`src/rtl/lcd_resp_pkg.sv`:
```
// lcd_resp_pkg
//   Shared types and constants for the HD44780-style bus responder.
//   - lcd_state_e : command FSM states (IDLE -> EXEC -> BUSY -> IDLE)
//   - OP_*        : one-hot opcode masks, decoded highest-set-bit first
//   - *_BIT       : argument bit positions inside the instruction byte
//   - ac_step     : address-counter step with the two-line wrap rules
//   - ac_to_addr  : compact {row, col} counter to HD44780 DDRAM address
package lcd_resp_pkg;

    typedef enum logic [1:0] {
        ST_IDLE = 2'b00,
        ST_EXEC = 2'b01,
        ST_BUSY = 2'b10
    } lcd_state_e;

    localparam logic [7:0] ASCII_SPACE = 8'h20;
    localparam logic [6:0] LINE2_BASE  = 7'h40;

    localparam logic [7:0] OP_SET_DDRAM   = 8'h80;
    localparam logic [7:0] OP_SET_CGRAM   = 8'h40;
    localparam logic [7:0] OP_FUNC_SET    = 8'h20;
    localparam logic [7:0] OP_SHIFT       = 8'h10;
    localparam logic [7:0] OP_DISP_CTRL   = 8'h08;
    localparam logic [7:0] OP_ENTRY_MODE  = 8'h04;
    localparam logic [7:0] OP_RETURN_HOME = 8'h02;
    localparam logic [7:0] OP_CLEAR       = 8'h01;

    localparam int unsigned FUNC_N_BIT   = 3;
    localparam int unsigned SHIFT_S_BIT  = 3;
    localparam int unsigned SHIFT_R_BIT  = 2;
    localparam int unsigned DISP_D_BIT   = 2;
    localparam int unsigned ENTRY_ID_BIT = 1;

    // The counter is kept as {row, col}; stepping past either end of a
    // line moves to the other line, which gives 0x0F->0x40, 0x4F->0x00
    // on increment and 0x00->0x4F, 0x40->0x0F on decrement.
    function automatic logic [4:0] ac_step(input logic [4:0] ac, input logic inc);
        logic [4:0] r;
        r = ac;
        if (inc) begin
            if (ac[3:0] == 4'hF) r = {~ac[4], 4'h0};
            else                 r = {ac[4], ac[3:0] + 4'h1};
        end else begin
            if (ac[3:0] == 4'h0) r = {~ac[4], 4'hF};
            else                 r = {ac[4], ac[3:0] - 4'h1};
        end
        return r;
    endfunction

    function automatic logic [6:0] ac_to_addr(input logic [4:0] ac);
        logic [6:0] a;
        a = {3'b000, ac[3:0]};
        if (ac[4]) a = LINE2_BASE | a;
        return a;
    endfunction

endpackage

```
`src/rtl/lcd_char_responder_sync.sv`:
```
// lcd_bus_sync
//   Two-flop synchroniser for the asynchronous LCD bus (E, RS, RW, DATA
//   travel together) plus falling-edge detect on the synchronised E.
//   Ports:
//     clk_i, rst_ni        responder clock, async active-low reset
//     e_i/rs_i/rw_i/data_i raw LCD bus
//     rs_o/rw_o/data_o     synchronised bus, valid in the fall_stb_o cycle
//     fall_stb_o           one-cycle strobe when synchronised E goes 1->0
//     rd_drive_o           synchronised E=1 and RW=1 (forced 0 if RD_EN=0)
module lcd_bus_sync #(
    parameter bit RD_EN = 1'b0
) (
    input  logic       clk_i,
    input  logic       rst_ni,
    input  logic       e_i,
    input  logic       rs_i,
    input  logic       rw_i,
    input  logic [7:0] data_i,
    output logic       rs_o,
    output logic       rw_o,
    output logic [7:0] data_o,
    output logic       fall_stb_o,
    output logic       rd_drive_o
);

    // Packed as {e, rs, rw, data[7:0]}
    logic [10:0] stg1_q;
    logic [10:0] stg2_q;
    logic        e_prev_q;

    always_ff @(posedge clk_i or negedge rst_ni) begin
        if (!rst_ni) begin
            stg1_q   <= '0;
            stg2_q   <= '0;
            e_prev_q <= 1'b0;
        end else begin
            stg1_q   <= {e_i, rs_i, rw_i, data_i};
            stg2_q   <= stg1_q;
            e_prev_q <= stg2_q[10];
        end
    end

    assign rs_o       = stg2_q[9];
    assign rw_o       = stg2_q[8];
    assign data_o     = stg2_q[7:0];
    assign fall_stb_o = e_prev_q & ~stg2_q[10];
    assign rd_drive_o = RD_EN & stg2_q[10] & stg2_q[8];

endmodule

```
`src/rtl/lcd_char_responder.sv`:
```
// lcd_char_responder
//   Receiving end of an HD44780-style character LCD bus. Decodes
//   instruction and data writes into a 2x16 DDRAM and exposes the display
//   state for inspection. LCD_E is sampled on CLK, never used as a clock.
//   Optional feature macro: LCD_READBACK_EN (bus reads of busy/AC and
//   DDRAM). Without it reads are ignored and LCD_DQ_* are held at 0.
//   Ports:
//     CLK, RESETN          responder clock, async active-low reset
//     LCD_E/RS/RW/DATA     LCD bus inputs; transfer taken on E falling edge
//     RD_ROW, RD_COL       inspection address
//     RD_CHAR              registered DDRAM[RD_ROW,RD_COL], 0x20 if display off
//     CURSOR_ADDR          address counter in HD44780 form
//     DISP_ON, TWO_LINE    display-on and function-set N bits
//     BUSY                 command executing
//     CMD_VALID            one-cycle pulse per accepted write
//     ERR_BUSY_WR          sticky: transfer arrived while not idle
//     LCD_DQ_OUT/LCD_DQ_OE read-back data and drive enable
module lcd_char_responder
    import lcd_resp_pkg::*;
#(
    parameter int unsigned BUSY_CYCLES = 4,
    parameter int unsigned CLR_CYCLES  = 64
) (
    input  logic       CLK,
    input  logic       RESETN,
    input  logic       LCD_E,
    input  logic       LCD_RS,
    input  logic       LCD_RW,
    input  logic [7:0] LCD_DATA,
    input  logic       RD_ROW,
    input  logic [3:0] RD_COL,
    output logic [7:0] RD_CHAR,
    output logic [6:0] CURSOR_ADDR,
    output logic       DISP_ON,
    output logic       TWO_LINE,
    output logic       BUSY,
    output logic       CMD_VALID,
    output logic       ERR_BUSY_WR,
    output logic [7:0] LCD_DQ_OUT,
    output logic       LCD_DQ_OE
);

`ifdef LCD_READBACK_EN
    localparam bit READBACK = 1'b1;
`else
    localparam bit READBACK = 1'b0;
`endif

    localparam int unsigned CNT_MAX = (CLR_CYCLES > BUSY_CYCLES) ? CLR_CYCLES : BUSY_CYCLES;
    localparam int unsigned CNT_W   = $clog2(CNT_MAX + 1);

    // Synchronised bus
    logic       rs_s;
    logic       rw_s;
    logic [7:0] data_s;
    logic       fall_stb;
    logic       rd_drive;

    lcd_bus_sync #(
        .RD_EN (READBACK)
    ) u_sync (
        .clk_i      (CLK),
        .rst_ni     (RESETN),
        .e_i        (LCD_E),
        .rs_i       (LCD_RS),
        .rw_i       (LCD_RW),
        .data_i     (LCD_DATA),
        .rs_o       (rs_s),
        .rw_o       (rw_s),
        .data_o     (data_s),
        .fall_stb_o (fall_stb),
        .rd_drive_o (rd_drive)
    );

    lcd_state_e       state_q, state_d;
    logic [CNT_W-1:0] cnt_q, cnt_d;
    logic             cmd_rs_q, cmd_rs_d;
    logic             cmd_rw_q, cmd_rw_d;
    logic [7:0]       cmd_data_q, cmd_data_d;
    logic [4:0]       ac_q, ac_d;          // {row, col}
    logic             id_q, id_d;
    logic             disp_on_q, disp_on_d;
    logic             two_line_q, two_line_d;
    logic             err_q, err_d;
    logic [7:0]       rd_char_q;
    logic [7:0]       ddram_q [32];

    logic             ddram_we;
    logic             ddram_clr;
    logic             long_busy;
    logic             xfer_ok;

    // Transfers that the responder acts on; anything else is invisible
    // (no busy, no error). With read-back only data reads advance AC.
`ifdef LCD_READBACK_EN
    assign xfer_ok = !rw_s || rs_s;
`else
    assign xfer_ok = !rw_s;
`endif

    always_comb begin
        state_d    = state_q;
        cnt_d      = cnt_q;
        cmd_rs_d   = cmd_rs_q;
        cmd_rw_d   = cmd_rw_q;
        cmd_data_d = cmd_data_q;
        ac_d       = ac_q;
        id_d       = id_q;
        disp_on_d  = disp_on_q;
        two_line_d = two_line_q;
        err_d      = err_q;
        ddram_we   = 1'b0;
        ddram_clr  = 1'b0;
        long_busy  = 1'b0;

        case (state_q)
            ST_IDLE: begin
                if (fall_stb && xfer_ok) begin
                    cmd_rs_d   = rs_s;
                    cmd_rw_d   = rw_s;
                    cmd_data_d = data_s;
                    state_d    = ST_EXEC;
                end
            end

            ST_EXEC: begin
                state_d = ST_BUSY;
                if (cmd_rw_q) begin
                    ac_d = ac_step(ac_q, id_q);
                end else if (cmd_rs_q) begin
                    ddram_we = 1'b1;
                    ac_d     = ac_step(ac_q, id_q);
                end else if ((cmd_data_q & OP_SET_DDRAM) != 8'h00) begin
                    ac_d = {cmd_data_q[6], cmd_data_q[3:0]};
                end else if ((cmd_data_q & OP_SET_CGRAM) != 8'h00) begin
                    // CGRAM is not modelled; only the busy time applies
                    ac_d = ac_q;
                end else if ((cmd_data_q & OP_FUNC_SET) != 8'h00) begin
                    two_line_d = cmd_data_q[FUNC_N_BIT];
                end else if ((cmd_data_q & OP_SHIFT) != 8'h00) begin
                    if (!cmd_data_q[SHIFT_S_BIT]) begin
                        ac_d = ac_step(ac_q, cmd_data_q[SHIFT_R_BIT]);
                    end
                end else if ((cmd_data_q & OP_DISP_CTRL) != 8'h00) begin
                    disp_on_d = cmd_data_q[DISP_D_BIT];
                end else if ((cmd_data_q & OP_ENTRY_MODE) != 8'h00) begin
                    id_d = cmd_data_q[ENTRY_ID_BIT];
                end else if ((cmd_data_q & OP_RETURN_HOME) != 8'h00) begin
                    ac_d      = '0;
                    long_busy = 1'b1;
                end else if ((cmd_data_q & OP_CLEAR) != 8'h00) begin
                    ddram_clr = 1'b1;
                    ac_d      = '0;
                    id_d      = 1'b1;
                    long_busy = 1'b1;
                end
                // Counter is loaded with N-1 so BUSY is high for exactly N cycles
                cnt_d = long_busy ? CNT_W'(CLR_CYCLES - 1) : CNT_W'(BUSY_CYCLES - 1);
            end

            ST_BUSY: begin
                if (cnt_q == '0) state_d = ST_IDLE;
                else             cnt_d   = cnt_q - CNT_W'(1);
            end

            default: state_d = ST_IDLE;
        endcase

        if (fall_stb && xfer_ok && (state_q != ST_IDLE)) err_d = 1'b1;
    end

    always_ff @(posedge CLK or negedge RESETN) begin
        if (!RESETN) begin
            state_q    <= ST_IDLE;
            cnt_q      <= '0;
            cmd_rs_q   <= 1'b0;
            cmd_rw_q   <= 1'b0;
            cmd_data_q <= '0;
            ac_q       <= '0;
            id_q       <= 1'b1;
            disp_on_q  <= 1'b0;
            two_line_q <= 1'b0;
            err_q      <= 1'b0;
        end else begin
            state_q    <= state_d;
            cnt_q      <= cnt_d;
            cmd_rs_q   <= cmd_rs_d;
            cmd_rw_q   <= cmd_rw_d;
            cmd_data_q <= cmd_data_d;
            ac_q       <= ac_d;
            id_q       <= id_d;
            disp_on_q  <= disp_on_d;
            two_line_q <= two_line_d;
            err_q      <= err_d;
        end
    end

    always_ff @(posedge CLK or negedge RESETN) begin
        if (!RESETN) begin
            for (int unsigned i = 0; i < 32; i++) ddram_q[i] <= ASCII_SPACE;
        end else if (ddram_clr) begin
            for (int unsigned i = 0; i < 32; i++) ddram_q[i] <= ASCII_SPACE;
        end else if (ddram_we) begin
            ddram_q[ac_q] <= cmd_data_q;
        end
    end

    always_ff @(posedge CLK or negedge RESETN) begin
        if (!RESETN) rd_char_q <= ASCII_SPACE;
        else         rd_char_q <= disp_on_q ? ddram_q[{RD_ROW, RD_COL}] : ASCII_SPACE;
    end

    assign RD_CHAR     = rd_char_q;
    assign CURSOR_ADDR = ac_to_addr(ac_q);
    assign DISP_ON     = disp_on_q;
    assign TWO_LINE    = two_line_q;
    assign BUSY        = (state_q == ST_BUSY);
    assign CMD_VALID   = (state_q == ST_EXEC) && !cmd_rw_q;
    assign ERR_BUSY_WR = err_q;
    assign LCD_DQ_OE   = rd_drive;

`ifdef LCD_READBACK_EN
    assign LCD_DQ_OUT = rs_s ? ddram_q[ac_q] : {BUSY, CURSOR_ADDR};
`else
    assign LCD_DQ_OUT = '0;
`endif

endmodule

```
`config.mk`:
```
export PLATFORM = sky130hd
export DESIGN_NAME = lcd_char_responder
export DESIGN_NICKNAME = d
export VERILOG_FILES = /design/src/rtl/lcd_resp_pkg.sv /design/src/rtl/lcd_char_responder_sync.sv /design/src/rtl/lcd_char_responder.sv
export SDC_FILE = /design/constraint.sdc
export NUM_CORES = 1
export LEC_CHECK = 0
export ABC_AREA = 1
export CORE_AREA = 2 2 164 199
export CTS_CLUSTER_DIAMETER = 30
export DETAILED_ROUTE_END_ITERATION = 6
export DIE_AREA = 0 0 166 201
export GPL_ROUTABILITY_DRIVEN = 0
export PLACE_DENSITY = 0.72
export RECOVER_POWER = 100
export SLEW_MARGIN = 20
export SYNTH_ARGS = -nofsm -noshare
export SYNTH_HDL_FRONTEND = slang
export SYNTH_SLANG_ARGS = --single-unit
```
`constraint.sdc`:
```
create_clock -name CLK -period 2.06 [get_ports CLK]
set_input_delay 0.412 -clock CLK [delete_from_list [all_inputs] [get_ports CLK]]
set_output_delay 0.412 -clock CLK [all_outputs]
set_load 0.02 [all_outputs]
```
== Word-level counts from Yosys, hierarchy flattened ==
Index checks and enable logic that the tools add are counted.

* Bits in registers: 315
* Bits of input ports: 18
* Output and inout bits: 29
* Logic and storage cells: 154

* Reductions and logical operators: 21
* Bitwise gates (word level): 12
* $add $sub $neg: 3
* Order comparisons: 3
* Mux-type cells: 58
* Equal/unequal tests: 11

{| class="wikitable"
|+ Operators by type and width
! cell !! number
|-
| $mux 256 || 2
|-
| $bwmux 256 || 1
|-
| $mux 5 || 15
|-
| $bmux 8 s5 || 1
|-
| $demux 8 s5 || 1
|-
| $mux 8 || 4
|-
| $mux 1 || 27
|-
| $mux 7 || 2
|-
| $pmux 7 s2 || 1
|-
| $ge 6x6->1 const B || 2
|-
| $ne 4x3->1 const B || 3
|-
| $not 5->6 || 2
|-
| $reduce_and 6->1 || 2
|-
| $reduce_and 10->1 || 1
|-
| $not 1->1 || 9
|-
| $reduce_and 8->1 || 1
|-
| $reduce_bool 2->1 || 4
|-
| $logic_not 7->1 || 1
|-
| $sub 7x1->7 const B || 1
|-
| $lt 6x1->1 const B || 1
|-
| $mux 6 || 1
|-
| $pmux 2 s3 || 1
|-
| $reduce_and 2->1 || 3
|-
| $reduce_bool 6->1 || 1
|-
| other kinds (14) || 21
|}

== Longest topological paths before layout ==
Gate-level depths: netlist of the first run.

* Depth after elaboration: 13
* Mapped depth: 12
* Depth with buffers taken out: 10

== Cells and area by module ==
A second synthesis of the first run with hierarchy kept.

* Cells, all modules: 2001
* Area total of the unflattened synthesis: 15569.9 sq um

{| class="wikitable"
|+ By module, submodules not included
! module !! times used !! seq. area each (sq um) !! area each (sq um) !! cells an instance
|-
| lcd_char_responder || 1 || 7349.5 || 14913.1 || 1966
|-
| lcd_bus_sync || 1 || 575.6 || 656.9 || 35
|}

== Worst setup path after synthesis of the first run ==
Ideal clock, no wire load.

* Path kind: flip-flop to flip-flop
* From: reg ac_q[0]
* To: reg ddram_q[94] in the netlist's numbering
* Required time: 1994 ps
* Period minus slack after synthesis: 1826 ps
* Path buffers: 0
* Setup time: 66 ps
* Arrival time: 1760 ps
* Setup slack: 234 ps
* Stages on the path, launching flop included: 10
* Path through: dfrtp_1 inv_1 ha_1 inv_1 nor2_1 nand2_1 clkinv_1 nor2_1 nand2_1 nand2_1

* Longest elaborated chain between the ends: 8
* Elaborated cells between the ends (all ways): 9
* Those cells by class: order compare: 2; mux: 5; bitwise: 1; reduce/logical: 1

{| class="wikitable"
|+ RTL lines
! element !! line !! RTL
|-
| start, declared || lcd_char_responder.sv:80 || <nowiki>logic [4:0] ac_q, ac_d;</nowiki>
|-
| start signal, assigned || lcd_char_responder.sv:179 || <nowiki>ac_q <= '0;</nowiki>
|-
| start signal, assigned || lcd_char_responder.sv:190 || <nowiki>ac_q <= ac_d;</nowiki>
|-
| $not 5->6 (not written as such) (*) || lcd_char_responder.sv:204 || <nowiki>ddram_q[ac_q] <= cmd_data_q;</nowiki>
|-
| $ge 6x6->1 (not written as such) / $lt 6x1->1 (equally long branches) || lcd_char_responder.sv:204 ||
|-
| $logic_and 1x1->1 (not written as such) || lcd_char_responder.sv:204 ||
|-
| $mux 8 (not written as such) || lcd_char_responder.sv:204 ||
|-
| $demux 8 s5 (*) || lcd_char_responder.sv:204 ||
|-
| $bwmux 256 (*) || lcd_char_responder.sv:204 ||
|-
| $mux 256 (*) || lcd_char_responder.sv:203 || <nowiki>end else if (ddram_we) begin</nowiki>
|-
| $mux 256 (*) || lcd_char_responder.sv:201 || <nowiki>end else if (ddram_clr) begin</nowiki>
|-
| end signal, assigned by index || lcd_char_responder.sv:204 ||
|-
| end, declared || lcd_char_responder.sv:86 || <nowiki>logic [7:0] ddram_q [32];</nowiki>
|}

Every way passes the cells marked *; elsewhere a longest branch is shown, timed or not. The select of a mux whose other input is x is not followed.
A chain may end at the register's enable or synchronous reset.

== Worst setup path after layout of the first run ==
* From: reg ac_q[1]
* To: reg ddram_q[240] in the netlist's numbering

The elaborated chain is that of the path after synthesis.

==> impl_results.md, run 1 <==
* Status: completed
* Pins Over Slew Limit at 0
* Post-synthesis average cell area at 7.665 sq um
* Antenna violations before repair at 0
* Largest net degree at the start of global routing at 65
* CP required at 2540 ps
* Routed vias/inst at 5.637
* CTS tree: built
* Sequential area share after synthesis at 50.96%
* Global Route Usage Sum at 28.19%
* Die height at 201 um
* First-pass detailed-route iteration total at 5
* Hold Crit Class: flip-flop to flip-flop
* Final Power at 23.14 mW
* Core Box Area at 0.03162 sq mm
* Port Buf Inserts at 35
* # rows at 72
* N_diodes at 0
* Final period utilization at between 90 and 100%
* Synth Register Bits at around 320
* FF-to-FF Start: ac_q[1]
* Post-synth EDFFs at 0
* Share of cells above drive strength 1 at 14.62%
* Hold depth at 0
* Slew HR at 4.363%
* Worst r2r dst: ddram_q[240]
* Worst setup EP type: flip-flop
* GR Overflow Total at 0
* Max-cap violations at 0
* Final setup vio count at 0
* Die ar. at 0.03337 sq mm
* Layout Skew at 24.94 ps
* Clock transition at path regs at 60 ps
* Post-route ant nets at 0
* Starting Density at 49.18%
* Fmax at 0.5032 GHz
* Mapped Cells at 2,029
* Tightest Pin Transition at between 1000 and 1500 ps
* Layout area overhead at 21.99%
* Reg2Reg Depth at 9
* Synth cell count leaders: nand2_1, nand3_1, dfrtp_1
* DR DRC count at 0
* RSZ-0062 raised after global routing: yes
* Hold endpoint: u_sync.stg2_q[6]
* CTS buffer count at 57
* Initial drt markers at roughly 1,300
* Fin nets at 2,151
* I/O pin total at 47
* Lkg Pwr at roughly 9 nW
* CP Max Fanout at 8
* CTS max path bufs at 3
* Die X at 166 um
* Worst vdd ir at approximately 1.2 mV
* Mapped Area at 0.01555 sq mm
* Clk root buf: clkbuf_16
* Final HPWL from detailed placement at 29,380 um
* Num Clock Sinks at around 320
* Flop2flop setup slack at just over 70 ps
* Post-synth top area cell: dfrtp_1
* Post-layout min period at 1987 ps
* Routed len/inst at 18.15 um
* First-pass GRT wire length at between 70,000 and 80,000 um
* Final instance area at roughly 0.019 sq mm
* HP Start: u_sync.stg1_q[6]
* Startpoint types: flip-flop
* Primary FF master, synth: dfrtp_1
* H-tree levels at 2
* Count of cell types in the netlist at 33
* Top cells by area, synth: dfrtp_1, nand2_1, nand3_1
* Post-synth ARST share at 100.0%
* Ratio of total power to cell area at 1220 mW/mm^2
* Final Hold Vio Count at 0
* Placed instance area at ~0.017 sq mm
* Post-Route WL at 46,860 um
* Vias at approximately 15,000
* Count leader, synth: nand2_1
* Worst-Skew Late Latency at 590 ps
* Vias in the first global route at 14,432
* Top-area cell type share of the netlist area at a little under half
* Yosys warns at 0
* Critical Path AT at 2470 ps
* Crit path kind: flip-flop to flip-flop
-- critical path, stage by stage, from the launching register on --
cell and delay, ps:
dfrtp_1 370, inv_1 110, ha_1 250, clkinvlp_4 160, buf_4 200, buf_4 140
nor2_1 130, nand2_1 110, buf_4 190, o21ai_0 240
-- sequential cells by signal, indices dropped and copies added, names as in the netlist --
name and count:
cnt_q 7, u_sync.stg2_q 11, u_sync.stg1_q 11, cmd_data_q 8
state_q 2, ERR_BUSY_WR 1, DISP_ON 1, cmd_rs_q 1
ac_q 5, id_q 1, RD_CHAR 8, cmd_rw_q 1
ddram_q 256, TWO_LINE 1, u_sync.e_prev_q 1
-- kinds of logic after synthesis --
family | synth area share, %
flip-flops | 50.96
XOR/XNOR | 0.1690
AO/OA/AOI/OAI | 9.702
AND/OR/NAND/NOR | 32.49
adder cells (fa/ha/maj) | 0.5631
buffers and inverters | 6.098
other | 0.02411
-- stage by stage --
stage / setup TNS [ps] / worst slack [ps] / hold slack (ps) / instances / utilization (%)
finish: 0 / 72.58 / 342.3 / 2582 / 60.00
CTS: 0 / 4.409 / 237.8 / 2578 / 59.93
detailed placement: 0 / 66.82 / 334.7 / 2469 / 53.60
global placement: 0 / 91.65 / 333.6 / 2469 / 53.60
floorplan: 0 / 234.2 / 116.4 / 2039 / -
global route: -4.815 / -4.815 / 350.1 / 2582 / 60.00
-- metal layers --
metal | track usage [%] | vias up | routed length, um
li1 | - | 6800 | -
met1 | 35.22 | 6894 | 18150
met2 | 47.63 | 695 | 22810
met3 | 4.732 | 166 | 3765
met4 | 13.70 | 0 | 2136
met5 | 0 | - | 0
-- worst max-delay path by stage --
stage,end,from,cells past startpoint
6_report,ddram_q[240],ac_q[1],9
5_1_grt,ddram_q[92],ac_q[0],9
4_1_cts,CMD_VALID,state_q[1],4
3_5_place_dp,ddram_q[152],ac_q[0],10
3_3_place_gp,RD_CHAR[4],RD_COL[2],9
2_1_floorplan,ddram_q[94],ac_q[0],9
-- where the power goes --
group	switching (mW)	internal (mW)	leakage, nW
registers	0.622	7.23	4.16
clock network	3.39	6.21	0.962
logic	3.92	1.77	3.88
-- layout make-up --
class	count	area, sq um
tap	407	509.2
clock buffer	71	1570
inverter	101	384.1
multi-input combinational	1504	6754
timing repair buffer	147	1398
sequential	315	7926
fill	2716	12650
clock inverter	37	430.4
-- layout by cell type (no fill, tap or decap), drive strengths merged, types with 5 or more instances in the layout --
master         netlist  final
nand2              694    694
nand3              287    287
dfrtp              281    281
nor2               224    224
buf                 67    105
o21ai              104    104
inv                 99    103
a21oi               98     98
clkbuf              52     80
o211ai              36     36
dfstp               34     34
a211oi              22     22
clkinv               2     20
dlygate4sd3          0     13
conb                 1     11
dlygate4sd2          0     10
clkinvlp             0      9
clkdlybuf4s50        0      9
ha                   7      7
bufinv               0      6
o22ai                5      5
a31oi                5      5
nor3                 5      5
-- timing repair --
action,in CTS,in global routing
endpoints found under the setup margin,11,55
cloned,0,0
hold endpoints to repair,31,0
hold buffers,1,0
setup buffers,0,4
gates resized for setup,15,7
No activity file was read; power rests on OpenSTA's default activity.
==> inputs of run 2 (changes only) <==
--- a/config.mk
+++ b/config.mk
@@ -6,14 +6,14 @@
 export NUM_CORES = 1
 export LEC_CHECK = 0
 export ABC_AREA = 1
-export CORE_AREA = 2 2 164 199
+export CORE_AREA = 10 10 172 207
 export CTS_CLUSTER_DIAMETER = 30
 export DETAILED_ROUTE_END_ITERATION = 6
-export DIE_AREA = 0 0 166 201
+export DIE_AREA = 0 0 182 217
 export GPL_ROUTABILITY_DRIVEN = 0
 export PLACE_DENSITY = 0.72
 export RECOVER_POWER = 100
-export SLEW_MARGIN = 20
+export SLEW_MARGIN = 30
 export SYNTH_ARGS = -nofsm -noshare
 export SYNTH_HDL_FRONTEND = slang
 export SYNTH_SLANG_ARGS = --single-unit
==> impl_results.md, run 2 (synthesis gave the netlist of run 1 again) <==
* Pins Over Slew Limit at 0 (unchanged)
* Top reg by flops: ddram_q
* Die height at 217 um (+8.0%)
* CTS max path bufs at 3 (unchanged)
* Final HPWL from detailed placement at 30,630 um (+4.2%)
* Fin Setup TNS at 0 ps (unchanged)
* Post-Route WL at 48,000 um (+2.4%)
* Placed Cells at 2,482 (+0.53%)
* Core Box Area at 0.03162 sq mm (unchanged)
* Final Power at 22.91 mW (-0.97%)
* CTS tree: built
* Most frequent cells in the layout: nand2_1, nand3_1, dfrtp_1
* Die X at 182 um (+9.6%)
* # rows at 72 (unchanged)
* GR Util met3 at 4.382% (-0.35 points)
* Slowest cell on crit path: clkdlybuf4s50_1
* Fin nets at 2,161 (+0.46%)
* Crit path kind: flip-flop to output port
* Crit path max-delay family: buffers and inverters
* Final Hold Vio Count at 0 (unchanged)
* H-tree levels at 2 (unchanged)
* Global Route Usage Sum at 23.93% (-4.3 points)
* Largest net degree at the start of global routing at 78 (+20%)
* Vias at 14,620 (+0.45%)
* Post-layout min period at 2018 ps (+30.78 ps)
* Buf+Inv Stages, Crit Path at 1 (-4)
* CP required at 1650 ps (-890 ps)
* Final setup vio count at 0 (unchanged)
* Post-layout worst setup margin at 41.79 ps (-30.78 ps)
* Met2 track demand over resource at 39.67% (-8.0 points)
* Final period utilization at 97.97% (+1.5 points)
* Max-cap violations at 0 (unchanged)
* Port Buf Inserts at 35 (unchanged)
* Lkg Pwr at 8.955 nW (-0.56%)
* Vias in the first global route at 14,505 (+0.51%)
* Hold Crit Class: flip-flop to flip-flop
* First-pass detailed-route iteration total at 7 (+2)
* Smallest hold slack at 346.4 ps (+4.102 ps)
* Final instance area at 0.01884 sq mm (-0.71%)
* Initial drt markers at 1,436 (+13%)
* CP Max Fanout at 1 (-7)
* Status: completed
* Worst-Skew Late Latency at 590 ps (about the same)
* CTS buffer count at 57 (unchanged)
* N_diodes at 0 (unchanged)
* Fmax at 0.4955 GHz (-1.5%)
* Tightest Pin Transition at 1052 ps (-382.3 ps)
* Starting Density at 49.18% (unchanged)
* Fill count at 2,715 (-0.037%)
* Layout area overhead at 21.12%
* Final std cells w/o fill at 2,592 (+0.39%)
* Num Clock Sinks at 315 (unchanged)
* RSZ-0062 raised after global routing: no
* Placed instance area at 0.01707 sq mm (+0.72%)
* Die ar. at 0.03949 sq mm (+18%)
* Share of cells above drive strength 1 at 13.36% (-1.3 points)
* Worst vdd ir at 1.264 mV (+8.6%)
* Regs by FF count: ddram_q x256, u_sync.stg1_q x11, u_sync.stg2_q x11
* I/O pin total at 47 (unchanged)
* Slew HR at 29.85% (+25 points)
* Layout Skew at 18.76 ps (-6.175 ps)
* Worst setup EP type: output port
* Fin util at 59.57% (-0.43 points)
* Commonest non-fill, non-tap cell in the layout: nand2_1
* CP Cell Sequence: clkdlybuf4s50_1
* Ratio of total power to cell area at 1216 mW/mm^2 (-0.26%)
* Post-route ant nets at 0 (unchanged)
* Crit-path max cell delay at 630 ps (+260 ps)
* GRT Max-Usage Layer: met2
* Pre-CTS worst setup slack at 122.7 ps (+55.88 ps)
* First-pass GRT wire length at 77,340 um (+2.4%)
* M1 GR Usage at 29.92% (-5.3 points)
* GR Overflow Total at 0 (unchanged)
* DR DRC count at 0 (unchanged)
* Routed vias/inst at 5.640 (about the same)
* Routed len/inst at 18.52 um (+2.0%)
* Antenna violations before repair at 1 (+1)
* Flop2flop setup slack at 100 ps (+30 ps)
* Max reg flops at 256 (unchanged)
* Clk root buf: clkbuf_16
* Startpoint types: flip-flop
* Clock transition at path regs at 50 ps (about the same)
* Critical Path AT at 1610 ps (-860 ps)
==> run 2: changes by cell type in the layout (fill, tap and decap cells not counted), moves of 7 or more <==
cell      delta
nand2_1      +7
inv_1        +9
nor2_2       -7
clkbuf_1    +14
buf_4        -7
nor2_1       +8
inv_2        -8
==> run 2: layout make-up <==
type | count | area (sq um) | share of cell area [%]
clock buffer | 69 | 1543 | 8.190
clock inverter | 39 | 385.4 | 2.046
inverter | 101 | 380.4 | 2.019
multi-input combinational | 1504 | 6706 | 35.60
sequential | 315 | 7928 | 42.09
tap | 407 | 509.2 | 2.703
timing repair buffer | 157 | 1385 | 7.353
==> run 2: metal layers <==
layer	up-vias	wire, um
met5	-	13
met4	2	1751
met3	109	3656
met2	662	23340
met1	7033	19240
li1	6814	-
==> run 2: worst paths after layout <==
kind | from | cells after the start | end
max | RD_CHAR[7] | 1 | RD_CHAR[7]
min in group asynchronous | RESETN | 2 | ddram_q[206]
min | u_sync.stg1_q[6] | 0 | u_sync.stg2_q[6]
max reg2reg | ac_q[3] | 8 | ddram_q[68]
min reg2reg | u_sync.stg1_q[6] | 0 | u_sync.stg2_q[6]
max in group asynchronous | RESETN | 3 | ddram_q[106]
==> run 2: worst reg2reg max path: cells and delay by family (launching register included) <==
family	cells	cell delay, ps
buf+inv	3	380
flops	1	490
simple gates	4	810
compound gates	1	200
==> run 2: where the power goes <==
group	internal [mW]	total, mW	switching [mW]
sequential	7.23	7.84	0.612
combinational	1.84	5.82	3.97
clock	5.80	9.25	3.45
==> run 2: what timing repair did <==
action                                  CTS  global route
setup buffers                             0             1
hold buffers                              1             0
endpoints found under the setup margin   10             6
endpoints found under the hold margin    31             0
resized for setup                        15             3
